<file path="src/rtl/mul_iter.sv">
// mul_iter: iterative 32x32->64 multiplier answering a go/done handshake.
//
// The initiator raises go with stable operands and waits for done. The block
// latches the request (operands + signs) as a tag, converts both operands to
// magnitudes, retires STEP multiplier bits per cycle into an unsigned 64-bit
// accumulator and applies the sign at the end. done is asserted only while the
// live request still matches the latched tag, so the initiator can hold the
// same request indefinitely and an operand change silently restarts the work.
//
// Parameters:
//   STEP     multiplier bits retired per cycle (1,2,4,8,16,32); N = 32/STEP
// Ports:
//   clk_core in   core clock
//   reset_n  in   synchronous active-low reset
//   go       in   request valid, held until done is consumed
//   sign0    in   r is two's complement when 1
//   sign1    in   m is two's complement when 1
//   m        in   multiplicand [31:0]
//   r        in   multiplier [31:0]
//   done     out  result valid for the current request
//   result   out  64-bit product
module mul_iter #(
  parameter int STEP = 4
) (
  input  logic        clk_core,
  input  logic        reset_n,
  input  logic        go,
  input  logic        sign0,
  input  logic        sign1,
  input  logic [31:0] m,
  input  logic [31:0] r,
  output logic        done,
  output logic [63:0] result
);

  localparam int N = 32 / STEP;
  localparam logic [5:0] LAST = 6'(N - 1);

  typedef enum logic [1:0] {IDLE, BUSY, DONE} state_t;

  state_t      state_reg, state_next;
  logic        load, accumulate, finish;
  logic        tag_match;

  logic [31:0] tag_m_reg, tag_r_reg;
  logic        tag_s0_reg, tag_s1_reg;
  logic [31:0] m_mag_reg, r_mag_reg;
  logic        neg_reg;
  logic [63:0] acc_reg;
  logic [5:0]  count_reg;
  logic [63:0] result_reg;

  logic [31:0] m_abs, r_abs;
  logic [63:0] row [STEP];
  logic [63:0] partial;
  logic [5:0]  shamt;
  logic [63:0] acc_sum;

  assign tag_match = (m == tag_m_reg) && (r == tag_r_reg) &&
                     (sign0 == tag_s0_reg) && (sign1 == tag_s1_reg);

  // Negating 0x80000000 yields 0x80000000, which read unsigned is exactly 2^31.
  assign m_abs = (sign1 && m[31]) ? -m : m;
  assign r_abs = (sign0 && r[31]) ? -r : r;

  // One shifted copy of |m| per multiplier bit retired this cycle.
  genvar gi;
  generate
    for (gi = 0; gi < STEP; gi++) begin : g_row
      assign row[gi] = r_mag_reg[gi] ? ({32'b0, m_mag_reg} << gi) : 64'b0;
    end
  endgenerate

  always_comb begin
    partial = '0;
    for (int i = 0; i < STEP; i++) begin
      partial = partial + row[i];
    end
  end

  assign shamt   = 6'(32'(count_reg) * 32'(STEP));
  // Includes this cycle's partial product so the final edge can commit directly.
  assign acc_sum = acc_reg + (partial << shamt);

  // State register
  always_ff @(posedge clk_core) begin
    if (!reset_n) begin
      state_reg <= IDLE;
    end else begin
      state_reg <= state_next;
    end
  end

  // Next state and control strobes
  always_comb begin
    state_next = state_reg;
    load       = 1'b0;
    accumulate = 1'b0;
    finish     = 1'b0;
    done       = 1'b0;
    case (state_reg)
      IDLE: begin
        if (go) begin
          load       = 1'b1;
          state_next = BUSY;
        end
      end
      BUSY: begin
        if (!go) begin
          state_next = IDLE;
        end else begin
          accumulate = 1'b1;
          if (count_reg == LAST) begin
            finish     = 1'b1;
            state_next = DONE;
          end
        end
      end
      DONE: begin
        if (!go) begin
          state_next = IDLE;
        end else if (tag_match) begin
          done = 1'b1;
        end else begin
          // Request changed under us: treat it as a fresh request.
          load       = 1'b1;
          state_next = BUSY;
        end
      end
      default: state_next = IDLE;
    endcase
  end

  // Datapath
  always_ff @(posedge clk_core) begin
    if (!reset_n) begin
      tag_m_reg  <= '0;
      tag_r_reg  <= '0;
      tag_s0_reg <= 1'b0;
      tag_s1_reg <= 1'b0;
      m_mag_reg  <= '0;
      r_mag_reg  <= '0;
      neg_reg    <= 1'b0;
      acc_reg    <= '0;
      count_reg  <= '0;
      result_reg <= '0;
    end else begin
      if (load) begin
        tag_m_reg  <= m;
        tag_r_reg  <= r;
        tag_s0_reg <= sign0;
        tag_s1_reg <= sign1;
        m_mag_reg  <= m_abs;
        r_mag_reg  <= r_abs;
        neg_reg    <= (sign1 & m[31]) ^ (sign0 & r[31]);
        acc_reg    <= '0;
        count_reg  <= '0;
      end else if (accumulate) begin
        acc_reg   <= acc_sum;
        // Widened so that STEP=32 shifts cleanly to zero.
        r_mag_reg <= 32'({32'b0, r_mag_reg} >> STEP);
        count_reg <= count_reg + 6'd1;
      end
      if (finish) begin
        result_reg <= neg_reg ? -acc_sum : acc_sum;
      end
    end
  end

  assign result = result_reg;

endmodule

</file>
<file path="config.mk">
export PLATFORM = sky130hd
export DESIGN_NAME = mul_iter
export DESIGN_NICKNAME = d
export VERILOG_FILES = /design/src/rtl/mul_iter.sv
export SDC_FILE = /design/constraint.sdc
export NUM_CORES = 1
export LEC_CHECK = 0
export CAP_MARGIN = 20
export CORE_AREA = 2 2 195 197
export DETAILED_ROUTE_END_ITERATION = 16
export DIE_AREA = 0 0 197 199
export GPL_TIMING_DRIVEN = 1
export PLACE_DENSITY_LB_ADDON = 0.25
export RECOVER_POWER = 25
export SLEW_MARGIN = 5
export SYNTH_ARGS = -nofsm -noshare
export SYNTH_HDL_FRONTEND = slang
export SYNTH_SLANG_ARGS = --single-unit
</file>
<file path="constraint.sdc">
create_clock -name clk_core -period 10.2 [get_ports clk_core]
set_clock_uncertainty 0.15 [all_clocks]
set_input_delay 2.04 -clock clk_core [delete_from_list [all_inputs] [get_ports clk_core]]
set_output_delay 2.04 -clock clk_core [all_outputs]
set_load 0.03 [all_outputs]
</file>
[Yosys cells after proc, flatten, opt, wreduce, memory -nomap -nowiden]
Index checks and enable logic that the tools add are counted.
W data, S select, Z words.
Storage, ports and cells
  bits in registers: 267
  output and inout port bits: 65
  logic and storage cells: 69
Operators by class
  $add $sub $neg: 8
  equal/unequal tests: 10
  shifts and indexed selects: 1
  multiplexer cells: 26
  bitwise gates (word level): 4
  reductions and logical operators: 9
Operators by type and width (number)
  $mux W32: 5
  $add A64 B64 Y64: 1
  $eq A32 B32 Y1: 2
  $mux W64: 1
  $neg A32 Y32: 2
  $neg A64 Y64: 1
  $shl A36 B6 Y64: 1
  $add A35 B35 Y36: 1
  $add A34 B34 Y35: 1
  $mux W35: 1
  $add A32 B33 Y34: 1
  $mux W34: 1
  $mux W33: 1
  $mux W1: 10
  $mux W2: 5
  $add A6 B1 Y6 const B: 1
  $eq A6 B3 Y1 const B: 1
  $ne A3 B3 Y1 const B: 2
  $pmux W2 S3: 1
  $logic_and A1 B1 Y1: 5
  $reduce_and A3 Y1: 1
  $and A1 B1 Y1: 2
  $eq A1 B1 Y1: 2
  $eq A2 B1 Y1 const B: 1
  8 further kinds: 8

[Logic depth before layout (Yosys ltp)]
Gate-level depths: netlist of run 1.
  depth after elaboration: 8
  depth in mapped cells: 37
  mapped depth without buffers: 33

[Worst setup path before layout of run 1]
No wires, ideal clock.
  path kind: reg2reg
  start: register r_mag_reg[0]
  end: register result_reg[57], in the netlist result[57]
  arrival: 7.990 ns
  data required time: 9.964 ns
  path slack: 1.975 ns
  cell stages (with the launch flop): 36
  path buffers: 3
  cell sequence: dfxtp_1 > clkbuf_1 > clkbuf_1 > nand2_1 > fa_1 > fa_1 > inv_1 > ha_1 > inv_1 > fa_1 > nor2b_1 > o31a_1 > o41ai_1 > o21ai_0 > a31oi_1 > o21bai_1 > a21o_1 > a31o_2 > xnor2_1 > nand2b_1 > a22o_1 > o22ai_1 > ha_1 > buf_2 > nand2_1 > nor4_1 > a221oi_1 > o21a_1 > o2bb2ai_1 > a211oi_1 > a211oi_1 > nor4_1 > nand4b_1 > o41ai_1 > xor2_1 > a211oi_1
On the way
  word-level cells in the longest chain between the ends: 8
RTL lines
  start: declaration: RTL line 47  | logic [31:0] m_mag_reg, r_mag_reg;
  start signal: assignment: RTL line 154  | r_mag_reg <= r_abs;
  start signal: assignment: RTL line 161  | r_mag_reg <= 32'({32'b0, r_mag_reg} >> STEP);
  $mux W32 *: RTL line 70  | assign row[gi] = r_mag_reg[gi] ? ({32'b0, m_mag_reg} << gi) : 64'b0;
  $add A32 B33 Y34 *: RTL line 77  | partial = partial + row[i];
  $add A34 B34 Y35 *: RTL line 77
  $add A35 B35 Y36 *: RTL line 77
  $shl A36 B6 Y64 *: RTL line 83  | assign acc_sum = acc_reg + (partial << shamt);
  $add A64 B64 Y64 *: RTL line 83
  $neg A64 Y64: RTL line 165  | result_reg <= neg_reg ? -acc_sum : acc_sum;
  $mux W64 *: RTL line 165
  end signal: assignment: RTL line 165
  end: declaration: RTL line 51  | logic [63:0] result_reg;
Every way passes the cells marked *; elsewhere a longest branch is shown, timed or not.
A chain may end at the register's enable or synchronous reset.

[Worst setup path after layout of run 1]
  start: register r_mag_reg[3]
  end: register result_reg[61], in the netlist result[61]
On the way
  word-level cells in the longest chain between the ends: 6
RTL lines (RTL line)
  $mux W35 *: 70
  $add A35 B35 Y36 *: 77
  $shl A36 B6 Y64 *: 83
  $add A64 B64 Y64 *: 83
  $neg A64 Y64: 165
  $mux W64 *: 165
Marked as above.

==> out/results.txt, run 1 <==
Die H = 199 um
worst min-delay path category = flop to flop
fin crit share = 94.3%
clock slew at reported path FFs = 0.06 ns
DR vias/cell = 6.30
Max-Cap Viols = 3
Area contributors post-synth = dfxtp_1, nor2_1, a21oi_1, ha_1, nand2_1
cell leakage power = 10.5 nW
Arrival @ worst endpoint = 9.92 ns
Post-synth ARST share = 0%
Die ar. = 39,200 um^2
WP buf/inv = 2
IO Port Bufs = 133
total global-route track usage = 35.9%
PwrDens = 110 nW/um^2
delay-heaviest family, CP = compound AO/OA/AOI/OAI gates
Synth area leader = dfxtp_1
CP required = 10.50 ns
RePlAce Congestion = 0.981
most frequent cell after synthesis = nor2_1
filler cell count = 3,146
share of Yosys cell area claimed by the top area cell type = 23.3%
Max clock buf depth = 3
Die W = 197 um
antenna-violating nets left = 0
minimum clock period = 9.62 ns
Root Buffer = clkbuf_16
register area share after synthesis = 23.3%
DR WL/cell = 19.9 um
WL final = 71,600 um
CTS tree = built
row count = 71
maximum VDD drop = 0.162 mV
grt ovf = 0
CTS Buf Count = 30
outcome = finished, violations left
I/O pin count = 134
synth warn = 0
fin nets = 3,334
unrepaired setup endpoints after global routing = no
Post-Syn Area = 22,800 um^2
FF+latch area = 5330 um^2
largest net degree at the start of global routing = 191
Core Footprint = 37,100 um^2
Pwr Total = 0.00279 W
Worst Tran Pin Value = 4.30 ns
CP Launch Type = flop
drt pass-1 iters = 6
synth unique cells = 89
antenna violations before repair = 2
Largest stage delay, worst path = 0.69 ns
Worst Path Max Fanout = 33
first-pass GRT wire length = 113,000 um
CP Class = flop to flop
area grow syn2layout = 10.8%
f_max = 104 MHz
TNS Setup = 0 ns
failing checks = capacitance limit, slew limit
DP HPWL = 55,200 um
CTS sink count = 266
worst skew pair latency = 0.61 ns
Yosys reg bits = 266
slew margin rel. = -187%
Primary FF master, synth = dfxtp_1
vias in the first global route = 21,200
CTS H-tree depth = 1
Post-synth EDFFs = 0
Hold Violations, Final = 0
DRC violations left = 0
share of post-route cells with drive strength above 1 = 4.58%
worst-path cell with the longest stage delay = or4b_1
DRT iter0 DRCs = 2,101
setup violators final = 0
Vias = 22,700
footprint of the multi-input gates = 16,100 um^2
CP endpoint kind = flop
top cells by count, synth = nor2_1, nand2_1, a21oi_1, dfxtp_1, inv_1
Final Max Tran Viols = 274
Initial Util = 61.4%
Post-Syn Instances = 3,088
Net Count, Synth = 3,325
Synth Area per Inst = 7.39 um^2
## path summary, 6_finish.rpt
path,to,slack [ns],from,cells after the start
worst max-delay path,result[61],0.58,r_mag_reg[3],31
worst min register to register,result[42],0.30,result[42],2
worst min-delay path,result[42],0.30,result[42],2
worst max register to register,result[61],0.58,r_mag_reg[3],31
## what timing repair did
item / in CTS / in global routing
buffers inserted: 0 / 4
hold buffers: 0 / 0
resized for setup: 0 / 8
setup endpoints to repair: 0 / 15
## metal layers
| metal | track usage, % | share of wire (%) | vias to the layer above |
|---|---|---|---|
| met1 | 43.8 | 40 | 10700 |
| met5 | 0 | 0.018 | - |
| li1 | - | - | 10800 |
| met2 | 62.8 | 48 | 948 |
| met3 | 4.36 | 6.4 | 208 |
| met4 | 17.1 | 5.2 | 2 |
## where the power goes
group	switching (W)	total [W]	internal [W]	leakage (nW)
logic	0.000372	0.000595	0.000223	7.88
registers	0.0000365	0.00111	0.00108	2.17
clock network	0.000462	0.00108	0.000621	0.490
total	0.000870	0.00279	0.00192	10.5
## tightest hold or removal path, cell delays in order, from the launching register on
cell     delay [ns]
dfxtp_1        0.30
nand2_1        0.05
a21oi_1        0.05
## per-stage QoR
step                      cells  instance area, um^2  hold WS [ns]  util, %  worst slack [ns]
after floorplan            3088                22800         0.275        -              1.97
after global placement     3535                24300         0.290     65.3             0.579
after detailed placement   3535                24300         0.294     65.3             0.308
after CTS                  3590                25200         0.303     68.0            0.0862
after global routing       3595                25300         0.321     68.1            0.0185
final                      3595                25300         0.296     68.1             0.577
## cell usage in the layout (no fill, tap or decap), types with 19 or more instances in the layout
master	instances
nor2_1	432
nand2_1	343
a21oi_1	275
dfxtp_1	263
inv_1	169
o21ai_0	133
xnor2_1	125
xor2_1	123
and2_1	112
ha_1	106
clkdlybuf4s50_1	67
dlygate4sd3_1	66
a211oi_1	65
mux2i_1	65
fa_1	62
nor3_1	57
nand3_1	44
a21o_1	39
o31ai_1	32
clkbuf_16	30
buf_4	30
a31oi_1	29
or3_1	29
nand4_1	29
nor4_1	25
a221oi_1	24
o22ai_1	19
## area by class of cell
type	count	share of cell area [%]
inverter	170	2.54
multi-input combinational	2463	63.9
antenna	1	0.00990
timing repair buffer	166	6.21
clock inverter	18	0.698
tap	474	2.35
clock buffer	37	3.23
sequential	266	21.1
## cells by family after synthesis
group | Yosys count | synth area share [%]
buf+inv | 359 | 6.01
mux | 78 | 3.69
xor+xnor | 248 | 9.52
flops | 266 | 23.3
simple gates | 1177 | 23.9
compound gates | 792 | 22.3
fa+ha+maj | 168 | 11.3
Note: power is estimated with default switching activity, not from simulation.
==> inputs of run 2 (changes only) <==
--- a/config.mk
+++ b/config.mk
@@ -5,6 +5,7 @@
 export SDC_FILE = /design/constraint.sdc
 export NUM_CORES = 1
 export LEC_CHECK = 0
+export ABC_CLOCK_PERIOD_IN_PS = 10200
 export CAP_MARGIN = 20
 export CORE_AREA = 2 2 195 197
 export DETAILED_ROUTE_END_ITERATION = 16
@@ -12,7 +13,6 @@
 export GPL_TIMING_DRIVEN = 1
 export PLACE_DENSITY_LB_ADDON = 0.25
 export RECOVER_POWER = 25
-export SLEW_MARGIN = 5
 export SYNTH_ARGS = -nofsm -noshare
 export SYNTH_HDL_FRONTEND = slang
 export SYNTH_SLANG_ARGS = --single-unit
==> results of run 2 <==
The final DEF is identical to that of run 1; final timing and power are the same.
